===== src/rtl/lutram_fifo_ctrl.sv =====
// FIFO controller for a bank of 32x1 dual-port LUT RAMs: owns pointers, occupancy,
// flags and a first-word-fall-through output register fed from the async read port.
module lutram_fifo_ctrl #(
  parameter int WIDTH       = 8,
  parameter int AW          = 5,
  parameter int AFULL_LEVEL = 30
) (
  input  logic             clk_i,
  input  logic             rst_ni,
  input  logic             wr_en_i,
  input  logic [WIDTH-1:0] wr_data_i,
  output logic             full_o,
  output logic             almost_full_o,
  input  logic             rd_en_i,
  output logic [WIDTH-1:0] rd_data_o,
  output logic             rd_valid_o,
  output logic [AW:0]      count_o,
  output logic             overflow_o,
  output logic             underflow_o,
  output logic [AW-1:0]    ram_a_o,
  output logic [WIDTH-1:0] ram_d_o,
  output logic             ram_we_o,
  output logic [AW-1:0]    ram_dpra_o,
  input  logic [WIDTH-1:0] ram_dpo_i
);

  localparam int DEPTH = 2 ** AW;

  localparam logic [0:0] ST_EMPTY = 1'b0;
  localparam logic [0:0] ST_VALID = 1'b1;

  logic [AW-1:0]    wr_ptr_q, wr_ptr_d;
  logic [AW-1:0]    rd_ptr_q, rd_ptr_d;
  logic [AW:0]      ram_cnt_q, ram_cnt_d;
  logic [AW:0]      count_q, count_d;
  logic [0:0]       state_q, state_d;
  logic [WIDTH-1:0] rd_data_q, rd_data_d;
  logic             full_q, full_d;
  logic             afull_q, afull_d;
  logic             overflow_q, overflow_d;
  logic             underflow_q, underflow_d;

  logic push, pop, prefetch, valid;

  assign valid    = (state_q == ST_VALID);
  assign push     = wr_en_i & ~full_q;
  assign pop      = rd_en_i & valid;
  // The output register refills whenever it is empty or being drained this edge.
  assign prefetch = (ram_cnt_q != '0) & (~valid | pop);

  always_comb begin
    wr_ptr_d    = wr_ptr_q;
    rd_ptr_d    = rd_ptr_q;
    ram_cnt_d   = ram_cnt_q;
    state_d     = state_q;
    rd_data_d   = rd_data_q;
    overflow_d  = wr_en_i & full_q;
    underflow_d = rd_en_i & ~valid;

    if (push) begin
      wr_ptr_d = wr_ptr_q + 1'b1;
    end

    if (prefetch) begin
      rd_data_d = ram_dpo_i;
      rd_ptr_d  = rd_ptr_q + 1'b1;
      state_d   = ST_VALID;
    end else if (pop) begin
      state_d = ST_EMPTY;
    end

    if (push && !prefetch) begin
      ram_cnt_d = ram_cnt_q + 1'b1;
    end else if (!push && prefetch) begin
      ram_cnt_d = ram_cnt_q - 1'b1;
    end

    count_d = ram_cnt_d + {{AW{1'b0}}, (state_d == ST_VALID)};
    full_d  = (ram_cnt_d == (AW+1)'(DEPTH));
    afull_d = (count_d >= (AW+1)'(AFULL_LEVEL));
  end

  always_ff @(posedge clk_i) begin
    if (!rst_ni) begin
      wr_ptr_q    <= '0;
      rd_ptr_q    <= '0;
      ram_cnt_q   <= '0;
      count_q     <= '0;
      state_q     <= ST_EMPTY;
      rd_data_q   <= '0;
      full_q      <= 1'b0;
      afull_q     <= 1'b0;
      overflow_q  <= 1'b0;
      underflow_q <= 1'b0;
    end else begin
      wr_ptr_q    <= wr_ptr_d;
      rd_ptr_q    <= rd_ptr_d;
      ram_cnt_q   <= ram_cnt_d;
      count_q     <= count_d;
      state_q     <= state_d;
      rd_data_q   <= rd_data_d;
      full_q      <= full_d;
      afull_q     <= afull_d;
      overflow_q  <= overflow_d;
      underflow_q <= underflow_d;
    end
  end

  assign full_o        = full_q;
  assign almost_full_o = afull_q;
  assign rd_data_o     = rd_data_q;
  assign rd_valid_o    = valid;
  assign count_o       = count_q;
  assign overflow_o    = overflow_q;
  assign underflow_o   = underflow_q;
  assign ram_a_o       = wr_ptr_q;
  assign ram_d_o       = wr_data_i;
  assign ram_we_o      = wr_en_i & ~full_q & rst_ni;
  assign ram_dpra_o    = rd_ptr_q;

endmodule

===== config.mk =====
export PLATFORM = sky130hd
export DESIGN_NAME = lutram_fifo_ctrl
export DESIGN_NICKNAME = d
export VERILOG_FILES = /design/src/rtl/lutram_fifo_ctrl.sv
export SDC_FILE = /design/constraint.sdc
export NUM_CORES = 1
export LEC_CHECK = 0
export BUFFER_PORTS_ARGS = -buffer_cell sky130_fd_sc_hd__buf_4
export CORE_MARGIN = 3
export CORE_UTILIZATION = 45
export DETAILED_ROUTE_END_ITERATION = 12
export PLACE_DENSITY = 0.7
export SYNTH_ARGS = -nofsm -noshare
export SYNTH_HDL_FRONTEND = slang
export SYNTH_SLANG_ARGS = --single-unit

===== constraint.sdc =====
create_clock -name clk_i -period 6.5 [get_ports clk_i]
set_input_delay 0.65 -clock clk_i [delete_from_list [all_inputs] [get_ports clk_i]]
set_output_delay 0.65 -clock clk_i [all_outputs]
set_load 0.02 [all_outputs]

# == After elaboration in Yosys (flattened, before gate mapping) ==
# Index checks and enable logic that the tools add are counted.
# op_classes
order_cmp,1
n_bitwise,9
mux,4
eq_ne,1
n_addsub,5
reduce_logical,5
# op_table
op,n
6-bit 2-to-1 mux,2
"5-bit by 1-bit adder with 5-bit output, second input constant",2
6-bit by 1-bit adder with 6-bit output,1
"6-bit by 1-bit adder with 6-bit output, second input constant",1
1-bit AND,6
"6-bit equality test, second input constant",1
"6-bit by 5-bit greater-or-equal comparator with 1-bit output, second input constant",1
6-bit nonzero test,1
"6-bit by 1-bit subtractor with 6-bit output, second input constant",1
1-bit logical AND,2
1-bit zero test,2
1-bit 2-to-1 mux,2
1-bit NOT,2
1-bit bitwise OR,1
# totals
elab_cells,35
ff_bits,35
output_inout_bits,38
in_bits,20

# == Longest topological paths before layout ==
# logic_depth
word_depth,8
ltp_mapped,10
ltp_nobuf,10

# == Least setup slack after synthesis ==
# OpenSTA, ideal clock, no wires.
# synth_timing
path_type,input -> register
startpoint,input wr_en_i
endpoint,"register afull_q, in the netlist almost_full_o"
slack_ps,4056
t_required_ps,6375
setup_time_ps,125
n_path_buf,1
cell_stages,9
arrival_time_ps,2319
path_cell_list,nor2b_2 > buf_6 > a31oi_1 > a211o_1 > and2_4 > ha_1 > xnor3_1 > a32oi_1 > o32ai_1
# synth_via
elab_chain_cells,7
elab_cells_between_ends,8
classes_between,1 x add/sub; 1 x order compare; 2 x mux; 1 x bitwise; 3 x reduce/logical
# synth_rtl
element,line_no,text
start: declaration,10,"input logic wr_en_i,"
1-bit AND *,46,assign push = wr_en_i & ~full_q;
1-bit zero test,74,end else if (!push && prefetch) begin
1-bit logical AND,74,
6-bit 2-to-1 mux,74,
6-bit 2-to-1 mux *,72,if (push && !prefetch) begin
named net ram_cnt_d[1],34,"logic [AW:0] ram_cnt_q, ram_cnt_d;"
6-bit by 1-bit adder with 6-bit output *,78,"count_d = ram_cnt_d + {{AW{1'b0}}, (state_d == ST_VALID)};"
6-bit by 5-bit greater-or-equal comparator with 1-bit output *,80,afull_d = (count_d >= (AW+1)'(AFULL_LEVEL));
end signal: assignment,103,afull_q <= afull_d;
end: declaration,39,"logic afull_q, afull_d;"
# Mark *: on every way through the listed nets, which the timed path passes. The rest lies on a longest branch.
# A chain may end at the register's enable or synchronous reset.

# == Worst setup path in the final report ==
# layout_timing
startpoint,register ram_cnt_q[0]
endpoint,"register afull_q, in the netlist almost_full_o"
# layout_via
elab_chain_cells,7
elab_cells_between_ends,12
classes_between,3 x add/sub; 1 x order compare; 3 x mux; 1 x bitwise; 4 x reduce/logical
# layout_rtl
element,line_no,text
start: declaration,34,
start signal: assignment,98,ram_cnt_q <= ram_cnt_d;
branches (longest 4 deep; another with 6-bit by 1-bit subtractor with 6-bit output),-,
6-bit 2-to-1 mux *,72,
named net ram_cnt_d[0],34,
6-bit by 1-bit adder with 6-bit output *,78,
6-bit by 5-bit greater-or-equal comparator with 1-bit output *,80,
# Mark *: on every way through the listed nets, which the timed path passes.

==> run_results.csv <==
group,metric,value,unit
worst_setup_path,required,6.67,ns
placed_design,place_area,1960,sq um
layout,fillerInstances,317,
synthesis,syn_inst,187,
synthesis,yosysMostFrequentCell,"dfxtp_1",
status,status,"completed",
power_and_ir_drop,sw_frac_of_total,43.0,%
synthesis,synthAdderAreaFrac,4.43,%
detailed_routing,dr.pass1.iters,4,
placed_design,dp_hpwl,2.73,mm
min_path,hp-class,"flip-flop to flip-flop",
layout,antennaDiodeCount,0,
job,maxCapViolations,0,
power_and_ir_drop,ir_worst_vdd,0.314,mV
clock_tree,ctsHoldBuffers,0,
layout,seq_area,701,sq um
power_and_ir_drop,power_frac_comb,56.5,%
sta,period_needed,3.02,ns
clock_tree,cts_tree,"built",
worst_setup_path,cp_max_fo,15,
sta,timing.final.crit_share,46.5,%
power_and_ir_drop,power_switching,0.506,mW
min_path,hp-start,"rd_data_o[7]",
synthesis,synthMuxAreaShare,0.591,%
synthesis,dominantRegCellSynth,"dfxtp_1",
sta,worst_slew_pin_slew,0.711,ns
clock_tree,h-tree-depth,2,
floorplan,dieArea,4540,sq um
power_and_ir_drop,p_per_area,571,nW/um^2
synthesis,synthSimpleGateAreaFrac,26.4,%
synthesis,synth_edf_count,0,
power_and_ir_drop,leakage,0.892,nW
worst_setup_path,reg2reg_depth,10,
detailed_routing,wl,3.64,mm
detailed_routing,vias_per_cell,5.27,
global_routing,grt_overflow,0,
layout,nets,247,
clock_tree,insertion_delay,0.28,ns
global_routing,grt_max_degree,26,
synthesis,synthArstFlopShare,0,%
synthesis,ys_top_cells_by_area,"dfxtp_1 (41%), nand2_1 (6.0%), ha_1 (4.4%), a21oi_1 (4.1%), xor2_1 (3.6%)",
worst_setup_path,reg2reg_to,"almost_full_o",
power_and_ir_drop,clkPwrFrac,14.5,%
sta,fmax,331,MHz
synthesis,synthXorXnorAreaFrac,8.05,%
layout,multi_input_area,873,sq um
global_routing,grt_pass1_vias,1254,
clock_tree,clkSinkCount,35,
synthesis,avgSynthCellArea,9.06,sq um
sta,skew,0.00453,ns
worst_setup_path,crit-reg2reg-launch,"ram_cnt_q[0]",
worst_setup_path,critPathLaunchType,"flip-flop",
detailed_routing,ant_nets,0,
detailed_routing,vias,1412,
power_and_ir_drop,p_total,1.18,mW
placed_design,gp_congestion,0.815,
worst_setup_path,worstSetupEndpointType,"flip-flop",
sta,relSlewSlack,52.6,%
clock_tree,cts_buffer_depth,2,
sta,fin_tns_setup,0,ns
layout,drive_gt1_share,27.9,%
synthesis,netlist_area,1690,sq um
synthesis,synth_area_leader_cell,"dfxtp_1",
placed_design,portBuffers,41,
synthesis,ys_seq_area_share,41.4,%
synthesis,netlist_top_cells_count,"dfxtp_1 (35), nand2_1 (27), a21oi_1 (14), nor2_1 (13), buf_4 (8)",
worst_setup_path,crit_type,"flip-flop to flip-flop",
min_path,hold_path_end,"rd_data_o[7]",
floorplan,chipWidth,67.4,um
clock_tree,root_buffer,"clkbuf_8",
clock_tree,post_cts_resized,0,
layout,synthToLayoutAreaGrowth,21.7,%
sta,finalSetupViolCount,0,
sta,hold_viol,0,
layout,final_area,2060,sq um
min_path,whs_path_depth,2,
synthesis,synth_seq_cells,35,
power_and_ir_drop,internal_power,0.671,mW
sta,rsz0062_at_grt,"false",
floorplan,start_util,48.8,%
synthesis,syn_nets,213,
clock_tree,cts_buffers,5,
detailed_routing,post-route-drc-count,0,
synthesis,synth_cell_types,50,
worst_setup_path,critical_path_arrival,3.19,ns
global_routing,grt_util_all_layers,17.1,%
floorplan,fp.dieH,67.4,um
synthesis,synth-compound-area-share,12.1,%
detailed_routing,detail_route.wl_per_cell,13.6,um
clock_tree,cts.reportedPaths.clkPinSlew,0.07,ns
synthesis,yosys_warnings,0,
worst_setup_path,reg2reg_setup_slack,3.48,ns
global_routing,grt_pass1_wl,5.77,mm
floorplan,rows,21,
global_routing,antenna_found_initial,0,
floorplan,fp.coreArea,3470,sq um
floorplan,io_pins,58,
synthesis,synth_top_family_by_area,"simple AND/OR/NAND/NOR gates",
power_and_ir_drop,seq_power_share,29.0,%
clock_tree,cts_setup_buffers,0,
sta,drv_slew,0,
synthesis,yosys.area.top_type_share,41.4,%
detailed_routing,drt-initial-drc-count,48,
==> layout make-up <==
cell class              count  area share [%]
well taps                  46            2.79
inverters                   6            1.09
clock buffers               8            4.85
repair buffers             41            14.9
flip-flops and latches     35            34.0
multi-input cells         132            42.4
==> registers in the layout, summed over array words and instances, names as in the netlist <==
signal	count
almost_full_o	1
count_o	6
full_o	1
overflow_o	1
ram_a_o	5
ram_cnt_q	6
ram_dpra_o	5
rd_data_o	8
rd_valid_o	1
underflow_o	1
==> routing by layer <==
metal	track usage [%]	part of all wire [%]	vias up
met5	0	0	-
met4	8.61	2.1	0
met3	6.66	6.3	9
met2	27.4	48	39
met1	20.0	43	657
li1	-	-	707
==> how the worst max path moves through the flow <==
stage	start	slack (ns)	to
floorplan	wr_en_i	4.06	almost_full_o
global placement	rd_en_i	3.59	almost_full_o
detailed placement	ram_cnt_q[0]	3.48	almost_full_o
CTS	ram_cnt_q[0]	3.48	almost_full_o
global route	ram_cnt_q[1]	3.28	almost_full_o
finish	ram_cnt_q[0]	3.48	almost_full_o
==> power groups by stage <==
stage	combinational [mW]	clock, mW	sequential [mW]
floorplan	0.441	0	0.394
global placement	0.647	0	0.341
detailed placement	0.664	0	0.346
CTS	0.667	0.175	0.342
global route	0.738	0.183	0.351
finish	0.665	0.170	0.342
==> critical path, stage by stage (launching register included) <==
cell and delay [ns]:
dfxtp_1 0.44, inv_1 0.08, ha_1 0.25, nor3b_4 0.18, a21oi_2 0.59, xnor2_1 0.24, ha_1 0.27, ha_1 0.23
xnor3_1 0.36, a32oi_1 0.16, o32ai_1 0.11
==> cell usage in the layout, fill, tap and decap left out, drive strengths merged, types with 7 or more instances in the layout <==
master,Yosys,layout
clkbuf,4,8
nor2,14,14
dfxtp,35,35
buf,10,41
a21oi,15,15
nand2,27,27
nor3,7,7
xor2,7,7
==> through the flow <==
stage / instances / setup slack [ns] / hold WS (ns) / util, %
after floorplan: 187 / 4.06 / 0.531 / -
after global placement: 260 / 3.59 / 0.442 / 56.6
after detailed placement: 260 / 3.48 / 0.450 / 56.6
after CTS: 268 / 3.48 / 0.459 / 59.5
after global routing: 268 / 3.28 / 0.477 / 59.5
final: 268 / 3.48 / 0.454 / 59.5
==> cell families (layout without fill, tap and decap cells) <==
kind of cell               after synthesis  after routing
and+or+nand+nor                         81             81
DFF                                     35             35
AOI/OAI and AO/OA                       30             30
buffers and inverters                   20             55
xor gates and xnor gates                14             14
adders and majority gates                6              6
muxes                                    1              1
No activity file was read; power rests on OpenSTA's default activity.
